**src/rtl/decimal_entry_pkg.sv**
```systemverilog
// decimal_entry_pkg: shared widths, controller states and the entry range check
package decimal_entry_pkg;
   localparam int BCD_W     = 4;
   localparam int BIN_W     = 8;
   localparam int CONV_ITER = 8;
   localparam int MAX_VALUE = 255;
   typedef enum logic [1:0] {ENTRY, CONVERT, DONE} state_e;
   function automatic logic overflow(input logic [BCD_W-1:0] h, input logic [BCD_W-1:0] t,
                                     input logic [BCD_W-1:0] o);
      return (int'(h) * 100 + int'(t) * 10 + int'(o)) > MAX_VALUE;
   endfunction
endpackage

```
**src/rtl/decimal_entry_bcd_to_bin_seq.sv**
```systemverilog
// bcd_to_bin_seq: reverse double-dabble, one bit per cycle over a 20-bit {BCD, binary} register
module bcd_to_bin_seq
   import decimal_entry_pkg::*;
(
   input  logic             clk,
   input  logic             rst_n,
   input  logic             start_i,
   input  logic             abort_i,
   input  logic [BCD_W-1:0] hundreds_i,
   input  logic [BCD_W-1:0] tens_i,
   input  logic [BCD_W-1:0] ones_i,
   output logic             busy_o,
   output logic             done_o,
   output logic [BIN_W-1:0] result_o
);
   logic [19:0] sr_q, sr_d, shifted;
   logic [2:0]  cnt_q;
   logic        busy_q;
   always_comb begin
      shifted = sr_q >> 1;
      sr_d    = shifted;
      for (int n = 0; n < 3; n++)
         sr_d[8+4*n +: 4] = (shifted[8+4*n +: 4] >= 4'd8) ? shifted[8+4*n +: 4] - 4'd3
                                                          : shifted[8+4*n +: 4];
   end
   always_ff @(posedge clk or negedge rst_n) begin
      if (!rst_n) begin
         sr_q   <= '0;
         cnt_q  <= '0;
         busy_q <= 1'b0;
      end else if (abort_i) begin
         busy_q <= 1'b0;
      end else if (start_i) begin
         sr_q   <= {hundreds_i, tens_i, ones_i, 8'b0};
         cnt_q  <= '0;
         busy_q <= 1'b1;
      end else if (busy_q) begin
         sr_q   <= sr_d;
         cnt_q  <= cnt_q + 3'd1;
         busy_q <= cnt_q != 3'(CONV_ITER - 1);
      end
   end
   // done and result are taken from the final iteration's next-state value
   assign busy_o   = busy_q;
   assign done_o   = busy_q && cnt_q == 3'(CONV_ITER - 1);
   assign result_o = sr_d[BIN_W-1:0];
endmodule

```
**src/rtl/decimal_entry.sv**
```systemverilog
// decimal_entry: debounced-button decimal entry with a rolling 3-digit window and
// sequential BCD-to-binary conversion feeding the CPU input bus
module decimal_entry
   import decimal_entry_pkg::*;
#(
   parameter int SYNC_STAGES = 2
) (
   input  logic             clk,
   input  logic             reset,
   input  logic [BCD_W-1:0] digit_in,
   input  logic             digit_btn,
   input  logic             enter_btn,
   input  logic             clear_btn,
   output logic [BIN_W-1:0] value,
   output logic             value_valid,
   output logic             busy,
   output logic             entry_error,
   output logic [BCD_W-1:0] ones,
   output logic [BCD_W-1:0] tens,
   output logic [BCD_W-1:0] hundreds
);
   logic [2:0][SYNC_STAGES-1:0] sync_q;
   logic [2:0]                  prev_q, level, pulse;
   state_e                      state_q, state_d;
   logic [3*BCD_W-1:0]          digits_q, digits_d;
   logic [BIN_W-1:0]            value_q, value_d, conv_result;
   logic                        err_q, err_d, start, abort, conv_done, conv_busy;
   always_ff @(posedge clk or negedge reset) begin
      if (!reset) begin
         sync_q <= '0;
         prev_q <= '0;
      end else begin
         for (int b = 0; b < 3; b++) begin
            sync_q[b] <= {sync_q[b][SYNC_STAGES-2:0], (b == 0) ? digit_btn : (b == 1) ? enter_btn : clear_btn};
            prev_q[b] <= sync_q[b][SYNC_STAGES-1];
         end
      end
   end
   always_comb begin
      for (int b = 0; b < 3; b++) level[b] = sync_q[b][SYNC_STAGES-1];
      pulse = level & ~prev_q;
   end
   // priority: clear (pulse[2]) > enter (pulse[1]) > digit (pulse[0])
   always_comb begin
      state_d  = state_q;
      digits_d = digits_q;
      err_d    = err_q;
      value_d  = value_q;
      start    = 1'b0;
      abort    = 1'b0;
      if (pulse[2]) begin
         state_d  = ENTRY;
         digits_d = '0;
         err_d    = 1'b0;
         abort    = 1'b1;
      end else begin
         case (state_q)
            ENTRY: begin
               if (pulse[1]) begin
                  if (overflow(digits_q[11:8], digits_q[7:4], digits_q[3:0])) err_d = 1'b1;
                  else begin
                     start   = 1'b1;
                     state_d = CONVERT;
                  end
               end else if (pulse[0]) begin
                  if (digit_in > 4'd9) err_d = 1'b1;
                  else digits_d = {digits_q[7:0], digit_in};
               end
            end
            CONVERT: begin
               if (conv_done) begin
                  state_d = DONE;
                  value_d = conv_result;
                  err_d   = 1'b0;
               end
            end
            default: state_d = ENTRY;
         endcase
      end
   end
   always_ff @(posedge clk or negedge reset) begin
      if (!reset) begin
         state_q  <= ENTRY;
         digits_q <= '0;
         err_q    <= 1'b0;
         value_q  <= '0;
      end else begin
         state_q  <= state_d;
         digits_q <= digits_d;
         err_q    <= err_d;
         value_q  <= value_d;
      end
   end
   bcd_to_bin_seq u_conv (
      .clk       (clk),
      .rst_n     (reset),
      .start_i   (start),
      .abort_i   (abort),
      .hundreds_i(digits_q[11:8]),
      .tens_i    (digits_q[7:4]),
      .ones_i    (digits_q[3:0]),
      .busy_o    (conv_busy),
      .done_o    (conv_done),
      .result_o  (conv_result)
   );
   assign value       = value_q;
   assign value_valid = state_q == DONE;
   assign busy        = state_q == CONVERT;
   assign entry_error = err_q;
   assign hundreds    = digits_q[11:8];
   assign tens        = digits_q[7:4];
   assign ones        = digits_q[3:0];
endmodule
```
**config.mk**
```make
export PLATFORM = sky130hd
export DESIGN_NAME = decimal_entry
export DESIGN_NICKNAME = d
export VERILOG_FILES = /design/src/rtl/decimal_entry_pkg.sv /design/src/rtl/decimal_entry_bcd_to_bin_seq.sv /design/src/rtl/decimal_entry.sv
export SDC_FILE = /design/constraint.sdc
export NUM_CORES = 1
export LEC_CHECK = 0
export ABC_AREA = 1
export CAP_MARGIN = 20
export CORE_MARGIN = 5
export CORE_UTILIZATION = 57
export CTS_CLUSTER_SIZE = 40
export DETAILED_ROUTE_END_ITERATION = 7
export MAX_ROUTING_LAYER = met4
export PLACE_DENSITY = 0.8
export SLEW_MARGIN = 40
export SYNTH_ARGS = -nofsm -noshare
export SYNTH_HDL_FRONTEND = slang
export SYNTH_SLANG_ARGS = --single-unit
```
**constraint.sdc**
```tcl
create_clock -name clk -period 3.6 [get_ports clk]
set_input_delay 1.08 -clock clk [delete_from_list [all_inputs] [get_ports clk]]
set_output_delay 1.08 -clock clk [all_outputs]
set_load 0.005 [all_outputs]
```
==> report_table.html <==
<table>
<tr><th>Metric</th><th>Value</th></tr>
<tr><th colspan="2">Clocking</th></tr>
<tr><td>Clock latency on the worst-skew pair</td><td>0.31 ns</td></tr>
<tr><td>CTS tree</td><td>built</td></tr>
<tr><td>Root Buffer Master</td><td>clkbuf_8</td></tr>
<tr><td>CTS Sinks</td><td>55</td></tr>
<tr><td>H-tree Lvls</td><td>2</td></tr>
<tr><td>Clock Tree Buf Depth</td><td>2</td></tr>
<tr><td>Total clock buffers created by CTS</td><td>5</td></tr>
<tr><td>Post-CTS clock slew at the launch and capture registers of the worst setup and hold paths</td><td>~0.090 ns</td></tr>
<tr><th colspan="2">Detailed routing</th></tr>
<tr><td>Max Used Layer</td><td>met4</td></tr>
<tr><td>Final wirelength</td><td>6.51 mm</td></tr>
<tr><td>Antenna-violating nets left</td><td>0</td></tr>
<tr><td>Detailed-route DRC error count</td><td>0</td></tr>
<tr><td>Met2 routed wirelength</td><td>approximately 3.2 mm</td></tr>
<tr><td>Iteration-0 DRC Markers</td><td>170</td></tr>
<tr><td>Met3 layer wire length in the routed design</td><td>330 um</td></tr>
<tr><td>Total iterations of the first detailed-routing run</td><td>4</td></tr>
<tr><td>Met1 routed wirelength after detailed routing</td><td>2.91 mm</td></tr>
<tr><td>WL per Instance</td><td>13.6 um</td></tr>
<tr><td>Vias per cell</td><td>5.35</td></tr>
<tr><td>DR vias</td><td>2551</td></tr>
<tr><th colspan="2">Logic synthesis</th></tr>
<tr><td>Synth Cell Area</td><td>3150 um2</td></tr>
<tr><td>Register area share after synthesis</td><td>43.8%</td></tr>
<tr><td>Average cell area after synthesis</td><td>8.48 um2</td></tr>
<tr><td>Largest area contributor in the netlist</td><td>dfrtp_1</td></tr>
<tr><td>Number of standard cells after synthesis</td><td>371</td></tr>
<tr><td>Synth Net Count</td><td>about 420</td></tr>
<tr><td>Dominant cells by area after synthesis</td><td>dfrtp_1 44%, ha_1 13%, nand2_1 12%</td></tr>
<tr><td>Synthesis warning total</td><td>0</td></tr>
<tr><td>Seq cells post-synth</td><td>55</td></tr>
<tr><td>Top-area cell type share of the netlist area</td><td>between 40% and 50%</td></tr>
<tr><td>Synth unique cells</td><td>28</td></tr>
<tr><th colspan="2">Worst setup path</th></tr>
<tr><td>Cell with the largest stage delay on the worst path</td><td>dfrtp_1</td></tr>
<tr><td>Slowest stage delay, CP</td><td>0.47 ns</td></tr>
<tr><td>Crit end category</td><td>flop</td></tr>
<tr><td>Max FO, Critical Path</td><td>10</td></tr>
<tr><td>Crit path from</td><td>digits_q[8]$_DFFE_PN0P_</td></tr>
<tr><td>Register-to-Register Setup Slack</td><td>0.26 ns</td></tr>
<tr><td>Startpoint of the lowest-slack register-to-register path</td><td>digits_q[8]$_DFFE_PN0P_</td></tr>
<tr><td>Reg2reg path depth</td><td>16</td></tr>
<tr><td>Worst Path Class, Setup</td><td>reg2reg</td></tr>
<tr><td>Worst R2R End</td><td>u_conv.sr_q[8]$_DFFE_PN0P_</td></tr>
<tr><td>Largest delay contributor family on the critical path</td><td>adder cells</td></tr>
<tr><td>Startpoint types</td><td>flop</td></tr>
<tr><td>Buf/Inv on CP</td><td>2</td></tr>
<tr><td>Worst-path cell chain</td><td>ha_1 &gt; ha_1 &gt; inv_1 &gt; fa_1 &gt; inv_1 &gt; ha_1 &gt; ha_1 &gt; nand2_1 &gt; nor2_1 &gt; nand2_1 &gt; nand2_1 &gt; nand2_1 &gt; nor2_2 &gt; nand3_1 &gt; nand2_1 &gt; nand2_1</td></tr>
<tr><td>Data arrival time at the worst-slack endpoint</td><td>3.55 ns</td></tr>
<tr><td>Cell occurring most often along the worst timing path</td><td>nand2_1</td></tr>
<tr><td>Data required, critical path</td><td>3.81 ns</td></tr>
<tr><th colspan="2">Global route</th></tr>
<tr><td>Overall routing resource usage</td><td>19.8%</td></tr>
<tr><td>Antenna violations before repair</td><td>0</td></tr>
<tr><td>Wire length of the first global-routing pass</td><td>11.1 mm</td></tr>
<tr><td>Pin count of the biggest net entering global routing</td><td>45</td></tr>
<tr><td>Global-route congestion overflow total</td><td>0</td></tr>
<tr><td>Via count of the first global-routing pass</td><td>between 2000 and 2500</td></tr>
<tr><th colspan="2">Worst hold path</th></tr>
<tr><td>Hold/Removal Path Class</td><td>reg2reg</td></tr>
<tr><td>Beginning of the worst hold path</td><td>sync_q[2]$_DFF_PN0_</td></tr>
<tr><td>Count of cells along the worst hold path</td><td>0</td></tr>
<tr><td>Hold Crit Endpoint</td><td>level[1]$_DFF_PN0_</td></tr>
<tr><th colspan="2">Die</th></tr>
<tr><td>Width of the die</td><td>84.3 um</td></tr>
<tr><td>Starting density of the core</td><td>57.8%</td></tr>
<tr><td>Std-Cell Core Area</td><td>~5400 um2</td></tr>
<tr><td>I/O pin cnt</td><td>32</td></tr>
<tr><td>Height of the die</td><td>about 84 um</td></tr>
<tr><td>Floorplan die area</td><td>a little over 7000 um2</td></tr>
<tr><td>Site row count</td><td>27</td></tr>
<tr><th colspan="2">Placed design</th></tr>
<tr><td>Half-perimeter wire length after detailed placement</td><td>about 4.9 mm</td></tr>
<tr><td>Area after DPL</td><td>3530 um2</td></tr>
<tr><td>Final weighted congestion in routability-driven placement</td><td>0.896</td></tr>
<tr><td>Number of input and output port buffers inserted</td><td>31</td></tr>
<tr><th colspan="2">STA</th></tr>
<tr><td>Final Max Slew Viols</td><td>0</td></tr>
<tr><td>Final number of setup-violating endpoints</td><td>0</td></tr>
<tr><td>Hold Fails Final Rpt</td><td>0</td></tr>
<tr><td>Worst Skew</td><td>0.00581 ns</td></tr>
<tr><td>Tmin final</td><td>between 3 and 4 ns</td></tr>
<tr><td>Maximum operating frequency</td><td>299 MHz</td></tr>
<tr><td>Worst slew slack as a fraction of its limit</td><td>67.0%</td></tr>
<tr><td>Crit share post-route</td><td>92.9%</td></tr>
<tr><td>Measured slew at the worst slew-check pin</td><td>0.493 ns</td></tr>
<tr><td>RSZ-0062 raised after global routing</td><td>no</td></tr>
<tr><td>Setup TNS Final</td><td>0 ns</td></tr>
<tr><th colspan="2">Power</th></tr>
<tr><td>Peak supply drop</td><td>0.396 mV</td></tr>
<tr><td>Leak</td><td>0.00195 uW</td></tr>
<tr><td>Pwr/cell area</td><td>613 nW/um2</td></tr>
<tr><th colspan="2">Finish</th></tr>
<tr><td>Post-Layout Inst Area</td><td>3640 um2</td></tr>
<tr><td>Most frequent standard cell in the layout excluding fill and tap cells</td><td>nand2_1</td></tr>
<tr><td>Highest-count cells in the layout ignoring fill and taps</td><td>98 x nand2_1, 64 x nand3_1, 55 x dfrtp_1</td></tr>
<tr><td>Nets</td><td>451</td></tr>
<tr><td>Number of antenna repair diodes</td><td>0</td></tr>
<tr><td>Layout cell share with drive strength beyond 1</td><td>under 10%</td></tr>
<tr><td>Growth of design area from synthesis to finish</td><td>15.6%</td></tr>
<tr><th colspan="2">Flow run</th></tr>
<tr><td># Max-Cap Violations</td><td>0</td></tr>
<tr><th colspan="2">Run status</th></tr>
<tr><td>Outcome</td><td>complete, no violations</td></tr>
</table>
-- kinds of logic after synthesis --
family	after synthesis	share of synthesized area (%)
compound gates	33	5.61
xor+xnor	4	1.11
fa+ha+maj	37	15.9
buf+inv	55	7.36
flops	55	43.8
simple gates	187	26.3
-- routing by layer --
| metal | global-route usage, % | vias up |
|---|---|---|
| met5 | - | - |
| met1 | 24.9 | 1204 |
| met4 | 6.43 | 0 |
| met2 | 32.5 | 67 |
| li1 | - | 1269 |
| met3 | 3.53 | 11 |
-- state kept, by name (all words and copies together), names as in the netlist --
signal,cells
level,3
u_conv.busy_o,1
entry_error,1
value,8
sync_q,3
digits_q,12
state_q,2
u_conv.cnt_q,3
u_conv.sr_q,19
prev_q,3
-- worst max-delay path by stage --
stage / end / depth (start not counted)
finish: u_conv.sr_q[8]$_DFFE_PN0P_ / 16
global route: u_conv.sr_q[8]$_DFFE_PN0P_ / 16
CTS: u_conv.sr_q[17]$_DFFE_PN0P_ / 18
detailed placement: u_conv.sr_q[14]$_DFFE_PN0P_ / 18
global placement: u_conv.sr_q[16]$_DFFE_PN0P_ / 16
floorplan: u_conv.sr_q[4]$_DFFE_PN0P_ / 16
-- Yosys cell counts --
cell type,n
fa_1,5
nand2_2,4
nor2_1,14
o22ai_1,1
nand3b_1,1
dfrtp_1,55
buf_2,2
nand3_1,64
nor2_2,2
nand2_1,98
inv_2,4
clkbuf_1,3
nand4_1,1
nand3_4,1
buf_1,2
o21ai_0,16
inv_1,40
a21oi_1,10
nor2_4,1
o21ai_1,3
buf_4,2
ha_1,32
xnor2_1,1
nor3_1,1
a211oi_1,1
o21ai_2,2
xor2_1,3
buf_6,2
-- repair_timing --
item,4_1_cts,5_1_grt
hold buffers,0,0
gates resized for setup,0,1
setup buffers,0,0
endpoints found under the setup margin,0,1
-- final cells by class --
type                       instances  area (um2)
multi-input combinational        261        1540
tap                               72        90.1
clock inverter                     1        30.0
sequential                        55        1380
inverter                          44         165
clock buffer                       6        72.6
fill                             431        1800
timing repair buffer              38         364
-- power by group --
| part | leakage [uW] | total, uW | switching (uW) | internal (uW) |
|---|---|---|---|---|
| Sequential | 0.000711 | 922 | 145 | 777 |
| Clock | 0.0000513 | 397 | 193 | 204 |
| Combinational | 0.00119 | 909 | 529 | 380 |
| Total | 0.00195 | 2230 | 866 | 1360 |
-- per-stage QoR --
stage | worst slack, ns | std cells | hold slack (ns) | total power [uW] | utilization, %
6_report | 0.257 | 477 | 0.361 | 2230 | 66.9
4_1_cts | 0.200 | 477 | 0.362 | 2240 | 66.7
3_5_place_dp | 0.265 | 470 | 0.341 | 1840 | 64.8
2_1_floorplan | 0.639 | 371 | 0.331 | 1550 | -
5_1_grt | 0.0216 | 477 | 0.370 | 2410 | 66.9
3_3_place_gp | 0.384 | 470 | 0.333 | 1790 | 64.8
(Power assumes the default switching activity.)
